File: src/rtl/bias_seq_ctrl.sv
// Bias ROM sequencer: streams MEM_SIZE bias words REPEAT times into a downstream
// FIFO, through a 2-entry skid buffer that absorbs the one-cycle ROM read latency.
`ifndef COEFF_WIDTH
`define COEFF_WIDTH 16
`endif

module bias_seq_ctrl #(
  parameter int unsigned MEM_SIZE   = 16,
  parameter int unsigned DATA_WIDTH = `COEFF_WIDTH,
  parameter int unsigned REPEAT     = 4,
  localparam int unsigned AW = (MEM_SIZE > 1) ? $clog2(MEM_SIZE) : 1,
  localparam int unsigned PW = ($clog2(REPEAT + 1) > 1) ? $clog2(REPEAT + 1) : 1
) (
  input  logic                  ap_clk,
  input  logic                  ap_rst,
  input  logic                  ap_start,
  output logic                  ap_idle,
  output logic                  ap_done,
  output logic [AW-1:0]         bias_address,
  output logic                  bias_ce,
  input  logic [DATA_WIDTH-1:0] bias_q,
  output logic [DATA_WIDTH-1:0] output_V_din,
  input  logic                  output_V_full_n,
  output logic                  output_V_write
);

  typedef enum logic [1:0] {
    S_IDLE,
    S_RUN,
    S_DRAIN,
    S_DONE
  } state_t;

  localparam logic [AW-1:0] LAST_ADDR = AW'(MEM_SIZE - 1);
  localparam logic [PW-1:0] LAST_PASS = PW'(REPEAT - 1);

  state_t                r_state;
  state_t                w_next;
  logic [AW-1:0]         r_addr;
  logic [PW-1:0]         r_pass;
  logic                  r_inflight;
  logic [1:0]            r_cnt;
  logic                  r_rptr;
  logic                  r_wptr;
  logic [DATA_WIDTH-1:0] r_buf [2];

  logic                  w_pop;
  logic                  w_ce;
  logic                  w_wrap;
  logic                  w_last_rd;
  logic [2:0]            w_occ;

  always_comb begin
    output_V_write = (r_cnt != 2'd0);
    w_pop          = output_V_write & output_V_full_n;
    // Occupancy is credited with this cycle's pop so a read can be issued every
    // cycle while the consumer keeps up; a stalled consumer gets no credit.
    w_occ          = {1'b0, r_cnt} + {2'b00, r_inflight} - {2'b00, w_pop};
    w_ce           = (r_state == S_RUN) && (w_occ < 3'd2);
    w_wrap         = (r_addr == LAST_ADDR);
    w_last_rd      = w_ce && w_wrap && (r_pass == LAST_PASS);
    bias_ce        = w_ce;
    bias_address   = r_addr;
    output_V_din   = r_buf[r_rptr];
  end

  always_ff @(posedge ap_clk or posedge ap_rst) begin
    if (ap_rst) begin
      r_state <= S_IDLE;
    end else begin
      r_state <= w_next;
    end
  end

  always_comb begin
    w_next  = r_state;
    ap_idle = 1'b0;
    ap_done = 1'b0;
    case (r_state)
      S_IDLE: begin
        ap_idle = 1'b1;
        if (ap_start) begin
          w_next = S_RUN;
        end
      end
      S_RUN: begin
        if (w_last_rd) begin
          w_next = S_DRAIN;
        end
      end
      S_DRAIN: begin
        if (!r_inflight && ((r_cnt == 2'd0) || ((r_cnt == 2'd1) && w_pop))) begin
          w_next = S_DONE;
        end
      end
      S_DONE: begin
        ap_done = 1'b1;
        w_next  = S_IDLE;
      end
      default: w_next = S_IDLE;
    endcase
  end

  always_ff @(posedge ap_clk or posedge ap_rst) begin
    if (ap_rst) begin
      r_addr     <= '0;
      r_pass     <= '0;
      r_inflight <= 1'b0;
      r_cnt      <= 2'd0;
      r_rptr     <= 1'b0;
      r_wptr     <= 1'b0;
      r_buf[0]   <= '0;
      r_buf[1]   <= '0;
    end else begin
      r_inflight <= w_ce;

      if ((r_state == S_IDLE) && ap_start) begin
        r_addr <= '0;
        r_pass <= '0;
      end else if (w_ce) begin
        if (w_wrap) begin
          r_addr <= '0;
          r_pass <= r_pass + PW'(1);
        end else begin
          r_addr <= r_addr + AW'(1);
        end
      end

      // ROM data returns the cycle after its read was issued.
      if (r_inflight) begin
        r_buf[r_wptr] <= bias_q;
        r_wptr        <= ~r_wptr;
      end
      if (w_pop) begin
        r_rptr <= ~r_rptr;
      end

      case ({r_inflight, w_pop})
        2'b10:   r_cnt <= r_cnt + 2'd1;
        2'b01:   r_cnt <= r_cnt - 2'd1;
        default: r_cnt <= r_cnt;
      endcase
    end
  end

endmodule

File: config.mk
export PLATFORM = sky130hd
export DESIGN_NAME = bias_seq_ctrl
export DESIGN_NICKNAME = d
export VERILOG_FILES = /design/src/rtl/bias_seq_ctrl.sv
export SDC_FILE = /design/constraint.sdc
export NUM_CORES = 1
export LEC_CHECK = 0
export CAP_MARGIN = 15
export CORE_MARGIN = 1.5
export CORE_UTILIZATION = 46
export DETAILED_ROUTE_END_ITERATION = 10
export PLACE_DENSITY = 0.79
export SLEW_MARGIN = 20
export SYNTH_ARGS = -nofsm -noshare
export SYNTH_HDL_FRONTEND = slang
export SYNTH_SLANG_ARGS = --single-unit
File: constraint.sdc
create_clock -name ap_clk -period 3.2 [get_ports ap_clk]
set_clock_uncertainty 0.1 [all_clocks]
set_input_delay 0.64 -clock ap_clk [delete_from_list [all_inputs] [get_ports ap_clk]]
set_output_delay 0.64 -clock ap_clk [all_outputs]
set_load 0.01 [all_outputs]
Word level (Yosys, flattened, before mapping). Index checks and enable logic that the tools add are counted.

Register bits after elaboration: 46. Output and inout bits: 24. Word-level logic and storage cells: 71.

Add/subtract/negate cells: 6. $lt $le $gt $ge: 4. Equality and inequality tests: 11. Muxes and demuxes: 19. Bitwise operators: 5. Reduce and logical (&&, ||, !) cells: 17.

Operators by type and width (number): 16-bit 2-to-1 mux (4); 32-bit bitwise mux (1); 16-bit demux with 1-bit select (1); 4-bit 2-to-1 mux (3); 3-bit 2-to-1 mux (3); 2-bit case mux with 4 select lines (1); 2-bit nonzero test (4); 1-bit logical AND (7); 2-bit by 1-bit == test with 1-bit output (second input constant) (3); 2-bit == test (second input constant) (3); 2-bit 2-to-1 mux (3); 2-bit inequality test (second input constant) (3); 4-bit by 1-bit adder with 4-bit output (second input constant) (1); 4-bit == test (second input constant) (1); 2-bit greater-or-equal comparator (second input constant) (2); 2-bit logical NOT (2); 1-bit inverter with 2-bit output (2); 2-bit case mux with 2 select lines (1); 2-bit by 1-bit adder with 3-bit output (1); 3-bit by 1-bit adder with 3-bit output (second input constant) (1); 3-bit by 2-bit == test with 1-bit output (second input constant) (1); 3-bit by 2-bit less-than comparator with 1-bit output (second input constant) (1); 3-bit AND reduction (1); 3-bit by 1-bit subtractor with 3-bit output (1); other kinds (9) (11).

Longest topological paths before layout.
Depth after elaboration: 9. Gate-level depth with buffers: 11. Depth with buffers taken out: 10.

Worst setup path before layout. No wires, ideal clock.

Path type: reg-to-reg. Start: reg r_cnt[1]. End: reg r_state[1]. Library setup time: 0.128 ns. Arrival time: 3.027 ns. Setup slack: -0.055 ns. Cell stages (with the launch flop): 12. Buffers on the path: 1. Path through: dfrtp_1 -> inv_1 -> ha_1 -> nand2b_1 -> clkbuf_1 -> xnor2_1 -> nand2b_1 -> fa_1 -> nand2_1 -> or4_4 -> a221oi_2 -> mux2_1.

Cells in the longest elaborated chain, start to end: 9. Elaborated cells between the ends (all ways): 16. Classes of those cells: 2 x add/sub; 1 x order compare; 3 x eq/ne; 1 x bitwise; 9 x reduce/logical.

RTL lines: start, declared (line 42) `logic [1:0] r_cnt;`; start signal, assigned (line 139) `2'b10: r_cnt <= r_cnt + 2'd1;`; start signal, assigned (line 140) `2'b01: r_cnt <= r_cnt - 2'd1;`; start signal, assigned (line 141) `default: r_cnt <= r_cnt;`; branches (longest 8 deep; another with 2-bit by 1-bit adder with 3-bit output); 3-bit AND reduction (no line) (*); end signal, assigned (line 71) `r_state <= w_next;`; end, declared (line 37) `state_t r_state;`.

Every way passes the cells marked *. A chain may end at the register's enable or synchronous reset.

Final worst setup path.
Start: reg r_cnt[0]. End: out bias_ce.

Cells in the longest elaborated chain, start to end: 5. Elaborated cells between the ends (all ways): 6. Classes of those cells: 2 x add/sub; 1 x order compare; 1 x bitwise; 2 x reduce/logical.

RTL lines: branches (longest 2 deep; another with 2-bit by 1-bit adder with 3-bit output); 3-bit by 1-bit subtractor with 3-bit output (*) (line 58) `w_occ = {1'b0, r_cnt} + {2'b00, r_inflight} - {2'b00, w_pop};`; 3-bit by 2-bit less-than comparator with 1-bit output (*) (line 59) `w_ce = (r_state == S_RUN) && (w_occ < 3'd2);`; 1-bit logical AND (*) (line 59); end, declared (line 20) `output logic bias_ce,`.

Marks and branches as above.

==> impl_metrics.json <==
{
  "fin_nets": 259,
  "clock-sinks": 46,
  "synthArstFlopShare": 1.00,
  "ant_nets": 0,
  "ys_seq_elements": 46,
  "syn_area_mm2": 0.00221,
  "post-route-period-util": 0.976,
  "slew_headroom": 0.492,
  "cts.path.max_buffers": 2,
  "layout_min_cycle_time_ns": 3.12,
  "drt-pass1-iter-count": 4,
  "critical_path.most_common_cell": "nand2b_4",
  "yosys.area.top_type": "dfrtp_1",
  "path_depth": 9,
  "hp-class": "reg -> reg",
  "reg2regPathDepth": 10,
  "max_freq_mhz": 320,
  "cts_tree": "built",
  "areaGrowthSynthToFinish_pct": 34.4,
  "grt_use_total": 0.167,
  "drive_above_1_share": 0.387,
  "finalMaxSlewViolations": 0,
  "cp-endpoint": "bias_ce",
  "crit_family": "adder cells",
  "startpoint": "r_cnt[0]",
  "hold_violations": 0,
  "grt_pass1_vias": 1471,
  "drc_errors": 0,
  "max_stage_delay_ns": 0.59,
  "core_area_mm2": 0.00469,
  "drt_wl_total_mm": 4.02,
  "vias_per_cell": 5.12,
  "die-area_mm2": 0.00523,
  "netlist_instances": 170,
  "drt_iter0_markers": 43,
  "setup_violations": 0,
  "yosysWarnings": 0,
  "worst-setup-path-type": "reg -> out",
  "maxCapViolations": 0,
  "path_max_fanout": 3,
  "overflow": 0,
  "cp-end-kind": "output port",
  "yosysUniqueCellTypes": 29,
  "r2r_setup_slack_ns": 0.10,
  "worstReg2RegStart": "r_cnt[0]",
  "fp.dieW_um": 72.3,
  "leakagePower_nw": 1.28,
  "start_util": 0.471,
  "ir_worst_vdd_uv": 583,
  "dpl_cell_area_mm2": 0.00278,
  "status": "finished clean",
  "synth.net_count": 200,
  "post_drt_wl_per_cell_um": 14.1,
  "place.port_buffers": 43,
  "antenna_found_initial": 0,
  "synth-edff-count": 0,
  "tightest_slew_ns": 0.761,
  "dp_hpwl_mm": 2.78,
  "synthTopCellsByArea": "dfrtp_1 (52%), mux2_2 (25%), ha_1 (5.1%)",
  "fin_total_pwr_mw": 3.17,
  "r2r_end": "r_state[1]",
  "yosysSeqAreaShare": 0.520,
  "synthTopCellsByCount": "mux2_2 (50), dfrtp_1 (46), nor2_1 (10)",
  "clk_pin_slew_ns": 0.08,
  "gp_congestion": 0.777,
  "worst-path-buf-inv": 2,
  "ios": 44,
  "synthFlopType": "dfrtp_1",
  "die_h_um": 72.3,
  "clk_latency_ns": 0.30,
  "power.density_mw_per_mm2": 1070,
  "num_vias": 1453,
  "worst_path_max_delay_cell": "fa_2",
  "diodes": 0,
  "worstPathArrival_ns": 2.38,
  "hold_buffers": 0,
  "final_area_mm2": 0.00297,
  "grt_max_degree": 28,
  "cp_cell_sequence": "inv_1 -> ha_2 -> nand2b_4 -> xnor2_2 -> nand2b_4 -> fa_2 -> nand2_2 -> nor2_2 -> clkdlybuf4s15_2",
  "cts_max_level": 2,
  "cp-start-kind": "flip-flop",
  "grt_pass1_wl_mm": 6.72,
  "rows": 25,
  "synth_most_common_cell": "mux2_2",
  "cts-root-buf": "clkbuf_8",
  "numCtsBuffers": 5,
  "critPathRequiredTime_ns": 2.46,
  "synth.top_cell.area_share": 0.520,
  "syn_avg_cell_area_um2": 13.0
}
[layer usage]
metal | track usage | vias up | share of wire
met2 | 0.289 | 27 | 0.51
met5 | 0 | - | 0
met3 | 0.0486 | 8 | 0.041
met1 | 0.198 | 720 | 0.43
li1 | - | 698 | -
met4 | 0.0629 | 0 | 0.019
[through the flow]
step	std cells	setup TNS (ns)	worst slack (ns)	utilization	hold slack (ns)
6_report	284	0	0.0772	0.634	0.401
4_1_cts	282	0	0.0271	0.629	0.404
3_5_place_dp	272	-0.790	-0.359	0.592	0.386
5_1_grt	284	-0.0111	-0.00660	0.634	0.419
3_3_place_gp	272	-0.658	-0.355	0.592	0.378
2_1_floorplan	170	0	0.0143	-	0.363
[power by group]
part / internal (mW) / switching, mW
clock network: 0.233 / 0.192
logic: 1.07 / 0.652
registers: 0.861 / 0.159
[cells in the final DEF, fill, tap and decap left out, types with 3 or more instances in the layout]
cell             Yosys  final
xnor2_1              5      4
clkbuf_8             0      5
nand3_1              3      3
clkdlybuf4s50_1      0     41
ha_1                 9      8
mux2_2              50     50
nand2_1              5      4
dfrtp_1             46     45
nor2_1              10      8
inv_1                8      7
buf_4                0     17
a21oi_1              3      3
[final cells by class]
type,instances,area (µm²)
Clock buffer,6,72.6
Multi-Input combinational cell,107,1050
Inverter,9,33.8
Timing Repair Buffer,60,558
Sequential cell,46,1150
Fill cell,358,1720
Clock inverter,2,37.5
Tap cell,54,67.6
[cell families (layout without fill, tap and decap cells)]
kind of cell             after synthesis  count (layout)  synth area share
AO/OA/AOI/OAI                          9               9            0.0305
adder cells (fa/ha/maj)               10              10            0.0600
buffers and inverters                 17              77            0.0300
AND/OR/NAND/NOR                       27              27            0.0588
multiplexers                          53              53             0.269
flip-flops                            46              46             0.520
XOR/XNOR                               8               8            0.0317
[worst min path at each step]
stage | start | to | depth (start not counted)
2_1_floorplan | r_wptr | r_wptr | 1
3_3_place_gp | r_wptr | r_wptr | 1
3_5_place_dp | r_wptr | r_wptr | 1
4_1_cts | r_wptr | r_wptr | 1
5_1_grt | r_buf[14] | r_buf[14] | 1
6_report | r_wptr | r_wptr | 1
[worst reg2reg max path, cell delays in order, from the launching register on]
cell and delay, ns:
dfrtp_1 0.36, inv_1 0.08, ha_2 0.20, nand2b_4 0.15, xnor2_2 0.14, nand2b_4 0.15, fa_2 0.59, nand2_2 0.07
or4_4 0.55, a221oi_4 0.27, mux2_4 0.32
[timing repair]
| item | CTS | global route |
|---|---|---|
| resized for setup | 12 | 3 |
| pin swaps | 6 | 2 |
| endpoints found under the setup margin | 2 | 3 |
| buffers inserted | 2 | 2 |
[flip-flops by register name, summed over array words and instances, names as in the netlist]
name,cells
bias_address,4
r_buf,32
r_cnt,2
r_inflight,1
r_pass,3
r_rptr,1
r_state,2
r_wptr,1
Power figures use the tool's default switching activity.
